--- src/rtl/pc_seq_pkg.sv ---
// Shared types for the program-flow sequencer: FSM states, flow-op encoding
// and the flow-op priority resolver.
package pc_seq_pkg;

    localparam logic [15:0] DEF_RESET_VECTOR = 16'h0000;

    typedef enum logic [1:0] {
        ST_FETCH = 2'd0,
        ST_EXEC  = 2'd1,
        ST_HALT  = 2'd2,
        ST_FAULT = 2'd3
    } state_e;

    typedef enum logic [1:0] {
        OP_SEQ  = 2'd0,
        OP_JUMP = 2'd1,
        OP_CALL = 2'd2,
        OP_RET  = 2'd3
    } flow_op_e;

    // ret beats call beats jump; anything lower than the winner is dropped
    function automatic flow_op_e resolve_flow(input logic ret, input logic call,
                                              input logic jump);
        if (ret)       return OP_RET;
        else if (call) return OP_CALL;
        else if (jump) return OP_JUMP;
        else           return OP_SEQ;
    endfunction

endpackage

--- src/rtl/pc_return_stack.sv ---
// LIFO of return addresses; one push or one pop per cycle, guarded by full/empty.
module pc_return_stack #(
    parameter int DEPTH  = 4,
    parameter int ADDR_W = 16
) (
    input  logic              clock,
    input  logic              reset,
    input  logic              push,
    input  logic              pop,
    input  logic [ADDR_W-1:0] din,
    output logic [ADDR_W-1:0] dout,
    output logic              full,
    output logic              empty
);
    localparam int IW = $clog2(DEPTH);

    logic [ADDR_W-1:0] mem_q [DEPTH];
    logic [IW:0]       sp_q;
    logic [IW-1:0]     top_idx;

    // Wraps to DEPTH-1 when sp==DEPTH, which is exactly the top entry
    assign top_idx = sp_q[IW-1:0] - IW'(1);
    assign dout    = mem_q[top_idx];
    assign full    = (sp_q == (IW+1)'(DEPTH));
    assign empty   = (sp_q == '0);

    always_ff @(posedge clock) begin
        if (reset)
            sp_q <= '0;
        else if (push && !full)
            sp_q <= sp_q + (IW+1)'(1);
        else if (pop && !empty)
            sp_q <= sp_q - (IW+1)'(1);
    end

    always_ff @(posedge clock) begin
        if (!reset && push && !full)
            mem_q[sp_q[IW-1:0]] <= din;
    end

endmodule

--- src/rtl/pc_sequencer.sv ---
// Program counter owner: fetches over req/ack, hands the word to execute,
// then advances the PC by sequential/jump/call/return with a hardware stack.
module pc_sequencer
    import pc_seq_pkg::*;
#(
    parameter int                 ADDR_W       = 16,
    parameter int                 DATA_W       = 16,
    parameter int                 STACK_DEPTH  = 4,
    parameter logic [ADDR_W-1:0]  RESET_VECTOR = ADDR_W'(DEF_RESET_VECTOR)
) (
    input  logic              clock,
    input  logic              reset,
    output logic              mem_req,
    output logic [ADDR_W-1:0] mem_addr,
    input  logic              mem_ack,
    input  logic [DATA_W-1:0] mem_rdata,
    output logic [DATA_W-1:0] instr,
    output logic              instr_valid,
    input  logic              exec_done,
    input  logic              jump_en,
    input  logic              call_en,
    input  logic              ret_en,
    input  logic              halt_req,
    input  logic [ADDR_W-1:0] target,
    output logic [ADDR_W-1:0] pc,
    output logic              halted,
    output logic              fault
);
    state_e            state_q, state_d;
    logic [ADDR_W-1:0] pc_q, pc_d, pc_inc;
    logic [DATA_W-1:0] instr_q, instr_d;
    logic              mem_req_q;
    logic              push, pop, stk_full, stk_empty;
    logic [ADDR_W-1:0] stk_dout;
    flow_op_e          op;

    assign pc_inc = pc_q + ADDR_W'(1);
    assign op     = resolve_flow(ret_en, call_en, jump_en);

    pc_return_stack #(.DEPTH(STACK_DEPTH), .ADDR_W(ADDR_W)) u_stack (
        .clock (clock),
        .reset (reset),
        .push  (push),
        .pop   (pop),
        .din   (pc_inc),
        .dout  (stk_dout),
        .full  (stk_full),
        .empty (stk_empty)
    );

    always_comb begin
        state_d = state_q;
        pc_d    = pc_q;
        instr_d = instr_q;
        push    = 1'b0;
        pop     = 1'b0;
        unique case (state_q)
            // mem_req is low for the first FETCH cycle after reset; no ack taken then
            ST_FETCH: if (mem_req_q && mem_ack) begin
                instr_d = mem_rdata;
                state_d = ST_EXEC;
            end
            ST_EXEC: if (exec_done) begin
                state_d = halt_req ? ST_HALT : ST_FETCH;
                unique case (op)
                    OP_SEQ:  pc_d = pc_inc;
                    OP_JUMP: pc_d = target;
                    OP_CALL: if (stk_full) state_d = ST_FAULT;
                             else begin push = 1'b1; pc_d = target; end
                    OP_RET:  if (stk_empty) state_d = ST_FAULT;
                             else begin pop = 1'b1; pc_d = stk_dout; end
                endcase
            end
            default: ;
        endcase
    end

    always_ff @(posedge clock) begin
        if (reset) begin
            state_q   <= ST_FETCH;
            pc_q      <= RESET_VECTOR;
            instr_q   <= '0;
            mem_req_q <= 1'b0;
        end else begin
            state_q   <= state_d;
            pc_q      <= pc_d;
            instr_q   <= instr_d;
            mem_req_q <= (state_d == ST_FETCH);
        end
    end

    assign mem_req     = mem_req_q;
    assign mem_addr    = pc_q;
    assign pc          = pc_q;
    assign instr       = instr_q;
    assign instr_valid = (state_q == ST_EXEC);
    assign halted      = (state_q == ST_HALT) || (state_q == ST_FAULT);
    assign fault       = (state_q == ST_FAULT);

endmodule

--- config.mk ---
export PLATFORM = sky130hd
export DESIGN_NAME = pc_sequencer
export DESIGN_NICKNAME = d
export VERILOG_FILES = /design/src/rtl/pc_seq_pkg.sv /design/src/rtl/pc_return_stack.sv /design/src/rtl/pc_sequencer.sv
export SDC_FILE = /design/constraint.sdc
export NUM_CORES = 1
export LEC_CHECK = 0
export ABC_AREA = 1
export CAP_MARGIN = 10
export CORE_UTILIZATION = 50
export CTS_CLUSTER_SIZE = 28
export DETAILED_ROUTE_END_ITERATION = 7
export GPL_ROUTABILITY_DRIVEN = 0
export GPL_TIMING_DRIVEN = 0
export PLACE_DENSITY = 0.74
export REMOVE_ABC_BUFFERS = 1
export SYNTH_ARGS = -nofsm -noshare
export SYNTH_HDL_FRONTEND = slang
export SYNTH_SLANG_ARGS = --single-unit
--- constraint.sdc ---
create_clock -name clock -period 2.8 [get_ports clock]
set_input_delay 0.7 -clock clock [delete_from_list [all_inputs] [get_ports clock]]
set_output_delay 0.7 -clock clock [all_outputs]
set_load 0.02 [all_outputs]
==> results.txt, run 1 <==
- Status: completed
- Share of layout cells above drive strength 1: 0.09545
* Min-delay src: instr[7]
- Buffers inserted to repair hold after CTS numbered 0.
* Total Power Consumption: 0.003087 W
- In the synthesized netlist, the number of instances is 577.
- Series of cell instances along the critical path: clkdlybuf4s50_1 > inv_1 > a21oi_2 > ha_1 > nand2_1 > nor2_2 > nand2_1 > nor2_4 > buf_8
- The floorplan step defined a die boundary enclosing 10270 µm².
- Along the worst hold path, the cell count comes to 2.
* Slowest cell on the critical path: sky130_fd_sc_hd__clkdlybuf4s50_1
* Final cycle utilization of the critical path: 0.9442
- In this run the worst hold path is classified as reg -> reg.
- Clock H-tree levels: 3
- The number of antenna violations at the first check in global routing was 0.
- OpenSTA, run right after detailed placement, puts the worst setup slack at -0.6679 ns.
- Max-slew violations: 0
* Yosys warnings: 0
- The floorplan has 35 rows.
- At the pin with the least slew margin, the transition time is 0.6814 ns.
* Crit path required time: 2.86 ns
- Endpoint of the worst hold path: instr[7]
- The clock arrives with 0.01593 ns of skew.
- Hold violation total from the final report: 0
- The die is 101.4 µm wide.
* Initial core utilization: 0.5243
- Entering global routing, the biggest net connects 36 pins.
- For this run, the top clock speed supported by timing is 378.2 MHz.
- Xor and xnor area share after synthesis: 0.005323
* First-pass iteration count of the detailed router: 5
- Layout Area Growth over Synthesis: 25.96%
* Kind of cell adding the most delay to the critical path: simple AND/OR/NAND/NOR gates
* Gr ovfl total: 0
* Master cell of the clock root buffer: sky130_fd_sc_hd__clkbuf_8
- Chip Height: 101.4 µm
- Flop and latch count out of synthesis: 102
- Summing all multi-input logic gate instances after layout gives 1911 µm².
- Summing over every cut layer, the via total after detailed routing is 4143.
* Clk pin slew, worst setup/hold paths: 0.09 ns
- The count of buffers added on input and output ports is 91.
- Kind of start point of the critical path: input pin
- The share of synthesized area in the top cell type comes to 0.3894.
* Tightest hold margin: 0.4956 ns
- Setup violations remaining at the end of the flow were counted as 0.
* Starting DRT DRC Count: 208
- The smallest clock period supported by the final layout is computed as 2.644 ns.
- The total area inside the core boundary comes to 9415 µm².
- Post-DP HPWL: 7928 µm
- Number of cells on the worst reg-to-reg path: 8
- IR analysis of the VDD net gives a maximum drop of 332.6 µV.
- The routed design has 12150 µm of wire.
- Of the total synthesized cell area, the portion taken by full adders, half adders and majority gates is 0.02433.
- In the final layout, flip-flops and latches occupy 2684 µm².
* Global-route wire length before repair: 18790 µm
* Startpoint of the lowest-slack register-to-register path: u_stack.sp_q[0]
* Post-Syn Area: 4936 µm²
* Final Worst Setup Slack: 0.1561 ns
- The synthesized design spends more area on one cell type than any other, namely sky130_fd_sc_hd__edfxtp_1.
* Vias in the first global route: 3883
* Largest stage delay, worst path: 0.48 ns
- Multiplexer share of the synthesized area: 0
- Crit path capture type: flip-flop
* Slew margin rel.: 0.5443
* I/O pin count: 92
- Clock tree synthesis found a total of 102 sinks.
* Arrival time at the worst endpoint: 2.71 ns
- Buffer depth of the longest clock path: 2
* Largest fanout on the critical path: 11
- After detailed routing, the average wire length per cell comes to 15.40 µm.
* All-layer global routing usage: 0.2433
- Netlist cell types: 32
- After synthesis, the largest family of logic cells by area is simple AND/OR/NAND/NOR gates.
* Compound-cell area share of the yosys netlist: 0.06667
- Clock buffers created by TritonCTS: 9
- The critical path is of the in -> reg type.
- After synthesis, the mean cell area works out to 8.555 µm².
- By instance count, the cell type seen most on the critical path is sky130_fd_sc_hd__nand2_1.
- Of the total synthesized cell area, the portion taken by AND, OR, NAND and NOR gates is 0.2768.
- The share of the Yosys chip area taken by registers is 0.5435.
* Fill cells: 755
* End-of-flow core utilization: 0.6603
- Worst path bufs/invs: 3
- After detailed routing, the number of remaining DRC violations is 0.
- Power density normalized to cell area: 496.5 nW/µm²
* Reg-to-Reg End: u_stack.mem_q[1][1]
- Max-cap violations in this run came to 0.
- TritonCTS built the clock tree.
* Leak Pwr: 2.383 nW
* Average vias per placed instance: 5.251
* Worst reg2reg setup slack: 0.22 ns
- Dominant cells by area after synthesis: sky130_fd_sc_hd__edfxtp_1 39%, sky130_fd_sc_hd__dfxtp_1 15%, sky130_fd_sc_hd__nand2_1 12%
- Post-route ant nets: 0
* Insertion delay of the later-clocked pin in the worst-skew pair: 0.36 ns
* Diodes inserted: 0
* Net total in the final layout: 704
-- where the power goes --
part           switching [W]  internal (W)  total, W  leakage (nW)
clock network       0.000483      0.000506  0.000989        0.0998
logic               0.000243      0.000197  0.000440          1.39
registers          0.0000333       0.00162   0.00166         0.891
-- worst min-delay path: cells and delay by family (launching register included) --
kind / cells / cell delay [ns]
DFF: 1 / 0.34
and+or+nand+nor: 2 / 0.13
-- cell type report --
class                   count  share of cell area
flip-flops and latches    102              0.4317
multi-input cells         393              0.3073
repair buffers            107              0.1739
well taps                 129             0.02596
inverters                  41             0.02576
clock buffers              11             0.02113
clock inverters             5             0.01348
repair inverters            1           0.0008050
-- registers in the layout, summed over array words and instances, names as in the netlist --
signal,flops
u_stack.mem_q,64
mem_req,1
u_stack.sp_q,3
instr,16
mem_addr,16
state_q,2
-- synth_stat cells --
master / count
sky130_fd_sc_hd__a21oi_1: 26
sky130_fd_sc_hd__a21oi_2: 1
sky130_fd_sc_hd__a31oi_1: 2
sky130_fd_sc_hd__and2_1: 7
sky130_fd_sc_hd__buf_1: 2
sky130_fd_sc_hd__buf_2: 15
sky130_fd_sc_hd__buf_4: 18
sky130_fd_sc_hd__buf_6: 1
sky130_fd_sc_hd__clkbuf_1: 7
sky130_fd_sc_hd__dfxtp_1: 38
sky130_fd_sc_hd__edfxtp_1: 64
sky130_fd_sc_hd__fa_1: 1
sky130_fd_sc_hd__ha_1: 8
sky130_fd_sc_hd__inv_1: 36
sky130_fd_sc_hd__inv_2: 4
sky130_fd_sc_hd__inv_4: 1
sky130_fd_sc_hd__nand2_1: 164
sky130_fd_sc_hd__nand2_2: 5
sky130_fd_sc_hd__nand3_1: 73
sky130_fd_sc_hd__nand3_2: 1
sky130_fd_sc_hd__nand3b_1: 1
sky130_fd_sc_hd__nand4_1: 3
sky130_fd_sc_hd__nand4_2: 1
sky130_fd_sc_hd__nor2_1: 54
sky130_fd_sc_hd__nor2_2: 4
sky130_fd_sc_hd__nor2_4: 3
sky130_fd_sc_hd__o21ai_0: 26
sky130_fd_sc_hd__o21ai_1: 5
sky130_fd_sc_hd__o21bai_1: 2
sky130_fd_sc_hd__o31ai_1: 1
sky130_fd_sc_hd__xnor2_1: 1
sky130_fd_sc_hd__xor2_1: 2
-- worst max path at each step --
stage,startpoint,to,depth (start not counted)
CTS,call_en,u_stack.mem_q[2][6],9
global route,call_en,u_stack.mem_q[1][8],9
finish,call_en,u_stack.mem_q[1][1],9
detailed placement,reset,u_stack.mem_q[3][9],5
floorplan,u_stack.sp_q[0],u_stack.mem_q[2][0],7
global placement,u_stack.sp_q[0],u_stack.mem_q[2][9],7
-- kinds of logic after synthesis --
logic type	after synthesis
AND/OR/NAND/NOR	316
flip-flops	102
buffers and inverters	84
AO/OA/AOI/OAI	63
adder cells (fa/ha/maj)	9
XOR/XNOR	3
-- placed cells by master (no fill, tap or decap), drive strengths merged --
cell type and instances:
nand2 169, clkdlybuf4s50 91, nand3 74, edfxtp 64, nor2 63, inv 40
dfxtp 38, o21ai 31, a21oi 27, buf 16, clkbuf 11, ha 8
and2 7, nand4 4, clkinvlp 4, xor2 2, o21bai 2, a31oi 2
bufinv 2, xnor2 1, o31ai 1, nand3b 1, fa 1, clkinv 1
-- through the flow --
stage | instances | instance area [µm²] | setup TNS (ns)
floorplan | 534 | 4681 | -15.04
global placement | 754 | 5753 | -101.79
finish | 789 | 6217 | 0
detailed placement | 759 | 5851 | -44.78
CTS | 777 | 6090 | -0.02345
global route | 789 | 6217 | -0.4072
-- per-layer routing --
metal	vias up	global-route usage	share of wire
met1	1911	0.2919	0.42
met3	19	0.05521	0.079
met5	-	0	0
met4	0	0.1048	0.018
met2	179	0.4207	0.49
li1	2034	-	-
-- repair_timing --
action	CTS	global route
pin swaps	1	4
setup endpoints to repair	81	69
setup buffers	0	11
endpoints found under the hold margin	0	0
cloned	2	1
gates resized for setup	4	8
No activity file was read; power rests on OpenSTA's default activity.
==> run 2: changes to the inputs <==
--- a/config.mk
+++ b/config.mk
@@ -8,7 +8,7 @@
 export ABC_AREA = 1
 export CAP_MARGIN = 10
 export CORE_UTILIZATION = 50
-export CTS_CLUSTER_SIZE = 28
+export CTS_CLUSTER_SIZE = 10
 export DETAILED_ROUTE_END_ITERATION = 7
 export GPL_ROUTABILITY_DRIVEN = 0
 export GPL_TIMING_DRIVEN = 0
==> results of run 2 <==
Final layout, timing and power as in run 1 (identical DEF).
